[src/rtl/mul_sequencer_if.sv]
// Interface bundling the execute-stage operand, ALU and writeback signals of the multiply sequencer.
// slave is the sequencer side; master is the pipeline/ALU side.
interface mul_sequencer_if #(
  parameter int N = 64
);
  logic         start;
  logic [N-1:0] multiplicand;
  logic [N-1:0] multiplier;
  logic [N-1:0] srcA_in;
  logic [N-1:0] srcB_in;
  logic [3:0]   aluctrl_in;
  logic [N-1:0] alu_result;
  logic [N-1:0] alu_a;
  logic [N-1:0] alu_b;
  logic [3:0]   alu_ctrl;
  logic         stall;
  logic         done;
  logic [N-1:0] product;

  modport slave (
    input  start, multiplicand, multiplier, srcA_in, srcB_in, aluctrl_in, alu_result,
    output alu_a, alu_b, alu_ctrl, stall, done, product
  );

  modport master (
    output start, multiplicand, multiplier, srcA_in, srcB_in, aluctrl_in, alu_result,
    input  alu_a, alu_b, alu_ctrl, stall, done, product
  );
endinterface

[src/rtl/mul_sequencer.sv]
// Shift-add MUL controller that borrows the execute-stage ALU as its accumulator adder.
// Passes pipeline operands through when idle; stalls the pipeline while a multiply runs.
module mul_sequencer #(
  parameter int         N        = 64,
  parameter logic [3:0] ADD_CTRL = 4'b0010
) (
  input  logic          clk,
  input  logic          reset,
  mul_sequencer_if.slave bus
);
  localparam int CW = $clog2(N);

  typedef enum logic [1:0] {IDLE, RUN, DONE} state_t;

  state_t        state, state_nxt;
  logic [N-1:0]  mcand_r, mplier_r, acc_r, product_r;
  logic [CW-1:0] cnt;
  logic          last_iter;
  logic          mplier_zero;

  logic [N-1:0]  alu_a_c, alu_b_c;
  logic [3:0]    alu_ctrl_c;
  logic          stall_c, done_c;

  assign last_iter   = (cnt == CW'(N - 1));
  assign mplier_zero = (mplier_r == '0);

  always_ff @(posedge clk or negedge reset) begin
    if (!reset) begin
      state     <= IDLE;
      mcand_r   <= '0;
      mplier_r  <= '0;
      acc_r     <= '0;
      cnt       <= '0;
      product_r <= '0;
    end else begin
      state <= state_nxt;
      case (state)
        IDLE: begin
          if (bus.start) begin
            mcand_r  <= bus.multiplicand;
            mplier_r <= bus.multiplier;
            acc_r    <= '0;
            cnt      <= '0;
          end
        end
        RUN: begin
          if (mplier_zero) begin
            product_r <= acc_r;
          end else begin
            acc_r    <= bus.alu_result;
            mcand_r  <= mcand_r << 1;
            mplier_r <= mplier_r >> 1;
            cnt      <= cnt + CW'(1);
            // On the final iteration the ALU sum is the product; acc_r is one step behind.
            if (last_iter) product_r <= bus.alu_result;
          end
        end
        default: ;
      endcase
    end
  end

  always_comb begin
    state_nxt  = state;
    alu_a_c    = bus.srcA_in;
    alu_b_c    = bus.srcB_in;
    alu_ctrl_c = bus.aluctrl_in;
    stall_c    = 1'b0;
    done_c     = 1'b0;
    case (state)
      IDLE: begin
        if (bus.start) begin
          stall_c   = 1'b1;
          state_nxt = RUN;
        end
      end
      RUN: begin
        stall_c    = 1'b1;
        alu_a_c    = acc_r;
        alu_b_c    = mplier_r[0] ? mcand_r : '0;
        alu_ctrl_c = ADD_CTRL;
        if (mplier_zero || last_iter) state_nxt = DONE;
      end
      DONE: begin
        done_c    = 1'b1;
        state_nxt = IDLE;
      end
      default: state_nxt = IDLE;
    endcase
  end

  assign bus.alu_a    = alu_a_c;
  assign bus.alu_b    = alu_b_c;
  assign bus.alu_ctrl = alu_ctrl_c;
  assign bus.stall    = stall_c;
  assign bus.done     = done_c;
  assign bus.product  = product_r;
endmodule
[src/flat_wrapper.sv]
// flat-port wrapper written by rule: the top's interface ports become plain ports
module mul_sequencer_flat 
#(
  parameter int         N        = 64,
  parameter logic [3:0] ADD_CTRL = 4'b0010
)
  (clk, reset, bus_start, bus_multiplicand, bus_multiplier, bus_srcA_in, bus_srcB_in, bus_aluctrl_in, bus_alu_result, bus_alu_a, bus_alu_b, bus_alu_ctrl, bus_stall, bus_done, bus_product);
  mul_sequencer_if #(.N(N)) bus_i ();
  input  logic clk;
  input  logic reset;
  input wire logic [$bits(bus_i.start)-1:0] bus_start;
  input wire logic [$bits(bus_i.multiplicand)-1:0] bus_multiplicand;
  input wire logic [$bits(bus_i.multiplier)-1:0] bus_multiplier;
  input wire logic [$bits(bus_i.srcA_in)-1:0] bus_srcA_in;
  input wire logic [$bits(bus_i.srcB_in)-1:0] bus_srcB_in;
  input wire logic [$bits(bus_i.aluctrl_in)-1:0] bus_aluctrl_in;
  input wire logic [$bits(bus_i.alu_result)-1:0] bus_alu_result;
  output wire logic [$bits(bus_i.alu_a)-1:0] bus_alu_a;
  output wire logic [$bits(bus_i.alu_b)-1:0] bus_alu_b;
  output wire logic [$bits(bus_i.alu_ctrl)-1:0] bus_alu_ctrl;
  output wire logic [$bits(bus_i.stall)-1:0] bus_stall;
  output wire logic [$bits(bus_i.done)-1:0] bus_done;
  output wire logic [$bits(bus_i.product)-1:0] bus_product;
  assign bus_i.start = bus_start;
  assign bus_i.multiplicand = bus_multiplicand;
  assign bus_i.multiplier = bus_multiplier;
  assign bus_i.srcA_in = bus_srcA_in;
  assign bus_i.srcB_in = bus_srcB_in;
  assign bus_i.aluctrl_in = bus_aluctrl_in;
  assign bus_i.alu_result = bus_alu_result;
  assign bus_alu_a = bus_i.alu_a;
  assign bus_alu_b = bus_i.alu_b;
  assign bus_alu_ctrl = bus_i.alu_ctrl;
  assign bus_stall = bus_i.stall;
  assign bus_done = bus_i.done;
  assign bus_product = bus_i.product;
  mul_sequencer #(.N(N), .ADD_CTRL(ADD_CTRL)) u_core (.clk(clk), .reset(reset), .bus(bus_i));
endmodule
[config.mk]
export PLATFORM = sky130hd
export DESIGN_NAME = mul_sequencer_flat
export DESIGN_NICKNAME = d
export VERILOG_FILES = /design/src/rtl/mul_sequencer_if.sv /design/src/rtl/mul_sequencer.sv /design/src/flat_wrapper.sv
export SDC_FILE = /design/constraint.sdc
export NUM_CORES = 1
export LEC_CHECK = 0
export BUFFER_PORTS_ARGS = -buffer_cell sky130_fd_sc_hd__buf_4
export CAP_MARGIN = 20
export CORE_AREA = 2 2 203 205
export CTS_BUF_LIST = sky130_fd_sc_hd__clkbuf_16
export DETAILED_ROUTE_END_ITERATION = 10
export DIE_AREA = 0 0 205 207
export PLACE_DENSITY = 0.73
export SLEW_MARGIN = 0
export SYNTH_ARGS = -nofsm -noshare
export SYNTH_HDL_FRONTEND = slang
export SYNTH_SLANG_ARGS = --single-unit
[constraint.sdc]
create_clock -name clk -period 2.15 [get_ports clk]
set_clock_uncertainty 0.1 [all_clocks]
set_input_delay 0 -clock clk [delete_from_list [all_inputs] [get_ports clk]]
set_output_delay 0 -clock clk [all_outputs]
set_load 0.005 [all_outputs]
==> flow_summary.json <==
{
  "outcome": "finished, violations left",
  "violations": "setup timing",
  "path_class": "register to register",
  "leakagePower_nw": 12.71,
  "start_util": 0.3568,
  "r2r_start": "u_core.mplier_r[45]$_DFFE_PN0P_",
  "clk_pin_slew_worst_paths_ns": 0.06,
  "row_count": 74,
  "syn_inst": 1595,
  "cts_max_level": 1,
  "pre_cts_slack_ns": -0.5005,
  "setup_viol": 281,
  "startpoint": "u_core.mplier_r[45]$_DFFE_PN0P_",
  "syn_area_per_cell_um2": 9.031,
  "ios": 525,
  "yosysSeqAreaShare": 0.4586,
  "die_area_um2": 42440,
  "grt_pass1_vias": 15300,
  "cts_sinks": 264,
  "routabilityCongestion": 0.8842,
  "fillCellCount": 2955,
  "die_h_um": 207,
  "finalWirelength_mm": 61.88,
  "yosysWarningCount": 0,
  "min-delay-path-class": "input port to register",
  "grt_max_degree": 109,
  "synthArstFlopShare": 1.000,
  "clock_latency_ns": 0.57,
  "timing.fmax_mhz": 375.2,
  "cts_max_path_buffers": 3,
  "dpl_cell_area_um2": 19960,
  "vias_per_cell": 5.220,
  "r2r-end": "u_core.bus.product[2]$_DFFE_PN0P_",
  "design_area_um2": 25010,
  "drtIter0Drc": 1018,
  "grt_usage": 0.2413,
  "post-route-min-period_ns": 2.665,
  "grt_pass1_wl_mm": 82.18,
  "endpoint": "u_core.bus.product[2]$_DFFE_PN0P_",
  "cp-end-kind": "register",
  "tightest_slew_ns": 0.5826,
  "p_per_area_nw_per_um2": 800.8,
  "ant_nets": 0,
  "maxCapViolCount": 0,
  "wl_per_cell_um": 20.61,
  "syn_nets": 1923,
  "worstPathArrival_ns": 3.01,
  "syn_area_um2": 14410,
  "dp_hpwl_mm": 35.71,
  "synth_ff_type": "dfrtp_1",
  "timing.slew.headroom": 0.6116,
  "max-vdd-ir-drop_mv": 0.6489,
  "clockRootBuffer": "clkbuf_16",
  "globalRouteOverflowTotal": 0,
  "drive_above_1_share": 0.4690,
  "area_growth_syn_to_layout_pct": 73.64,
  "crit_fanout": 23,
  "cp-start-kind": "register",
  "drc": 0,
  "dieWidth_um": 205,
  "synth_edf_count": 0,
  "setup_slack_ns": -0.5153,
  "first_pass_iters": 7,
  "core_area_um2": 40370,
  "cts_tree": "done",
  "vias": 15670,
  "final_max_slew_viol_count": 0,
  "finalNetCount": 2772,
  "grt_setup_unrepaired": "true",
  "antenna_found_initial": 6,
  "numCtsBuffers": 29,
  "rrSetupSlack_ns": -0.52,
  "critPathRequiredTime_ns": 2.50,
  "rr_worst_depth": 7,
  "ys_ff_latch": 264,
  "ys_types": 34,
  "hold_violations": 0,
  "io_buffers": 524,
  "timing.final.crit_share": 1.240
}
## synth_stat cells, types with 3 or more instances
cell type  number  area share
nand2_1       704        0.18
dfrtp_1       264        0.46
mux2_2        101       0.079
clkbuf_1       83       0.022
a22o_1         67       0.041
mux2i_1        67       0.047
or2_2          65       0.028
o21ai_0        64       0.022
a2bb2oi_2      50       0.052
mux2_1         25       0.020
nor4_1         16      0.0069
a2bb2oi_1      14      0.0085
buf_2          12      0.0042
buf_1          11      0.0029
buf_4           9      0.0047
buf_6           6      0.0047
a21oi_1         5      0.0017
nand4_1         5      0.0022
and2_1          4      0.0017
nor2_1          4      0.0010
nand3_1         3      0.0010
## worst max-delay path, cell delays in order (launching register included)
cell       delay [ns]
dfrtp_1          0.41
nor4_2           0.39
nand4_1          0.25
or4_4            0.63
buf_4            0.20
buf_12           0.18
mux2i_2          0.26
a2bb2oi_2        0.11
## kinds of logic after synthesis
group,synth area share
AND/OR/NAND/NOR,0.2297
adder cells (fa/ha/maj),0.0008684
AO/OA/AOI/OAI,0.1272
buffers and inverters,0.03856
flip-flops,0.4586
multiplexers,0.1451
## sequential cells by signal, summed over array words and instances, names as in the netlist
signal              cells
u_core.bus.product     64
u_core.mplier_r        64
u_core.acc_r           64
u_core.mcand_r         64
u_core.state            2
u_core.cnt              6
## layout make-up
cell class | instances | area [um2] | share of cell area
Timing Repair Buffer | 936 | 8605 | 0.3440
Multi-Input combinational cell | 1211 | 8095 | 0.3236
Sequential cell | 264 | 6608 | 0.2642
Clock buffer | 29 | 725.7 | 0.02901
Tap cell | 532 | 665.6 | 0.02661
Clock inverter | 23 | 290.3 | 0.01161
Antenna cell | 5 | 12.51 | 0.0005002
Inverter | 2 | 11.26 | 0.0004502
## cells in the final DEF (no fill, tap or decap), types with 5 or more instances in the layout
master,instances
o21ai_0,17
buf_12,26
a22o_1,67
mux2_4,25
nand2_2,28
o21ai_2,19
mux2_2,101
buf_8,6
or2_2,65
nor4_1,5
bufinv_16,6
nand4_1,5
nand2_4,18
inv_1,6
buf_16,6
diode_2,5
nor4_2,10
buf_6,50
nand2_1,657
buf_4,628
clkbuf_16,52
dlygate4sd3_1,196
mux2i_4,11
dfrtp_1,263
a2bb2oi_2,62
o21ai_1,27
mux2i_2,15
mux2i_1,41
## power breakdown
group	total (mW)	internal [mW]	switching (mW)
logic	7.34	4.12	3.22
registers	7.28	6.17	1.11
clock network	5.41	3.20	2.22
## per-stage QoR
stage                       util  std cells  TNS [ns]  hold WS, ns  power, mW
after global placement    0.4943       2672   -110.27      -0.1035      12.90
final                     0.6196       3002    -89.76      0.09576      20.03
after floorplan                -       1595    -3.750      -0.3956      9.778
after global routing      0.6196       3002   -115.72      0.09597      21.01
after detailed placement  0.4943       2672   -111.29     -0.09604      13.13
after CTS                 0.5725       2925   -110.60      0.08309      18.89
## how the worst min path moves through the flow
stage	startpoint	to	slack (ns)	cells past startpoint
2_1_floorplan	reset	u_core.acc_r[0]$_DFFE_PN0P_	-0.40	0
3_3_place_gp	reset	u_core.mcand_r[56]$_DFFE_PN0P_	-0.10	1
3_5_place_dp	reset	u_core.mcand_r[55]$_DFFE_PN0P_	-0.1	1
4_1_cts	bus_alu_result[55]	u_core.acc_r[55]$_DFFE_PN0P_	0.08	3
5_1_grt	bus_alu_result[7]	u_core.acc_r[7]$_DFFE_PN0P_	0.1	3
6_report	bus_alu_result[13]	u_core.acc_r[13]$_DFFE_PN0P_	0.1	3
## per-layer routing
metal	up-vias	wire, um	global-route usage
li1	7055	-	-
met1	7628	23370	0.2813
met2	807	31260	0.4231
met3	177	4484	0.04106
met4	2	2756	0.1233
met5	-	7	0
## timing repair
| item | CTS | global route |
|---|---|---|
| endpoints found under the setup margin | 381 | 395 |
| gates resized for setup | 27 | 272 |
| hold buffers | 196 | 0 |
| cloned | 0 | 33 |
| setup buffers | 5 | 40 |
| endpoints found under the hold margin | 525 | 0 |
| pin swaps | 16 | 44 |
No activity file was read; power rests on OpenSTA's default activity.
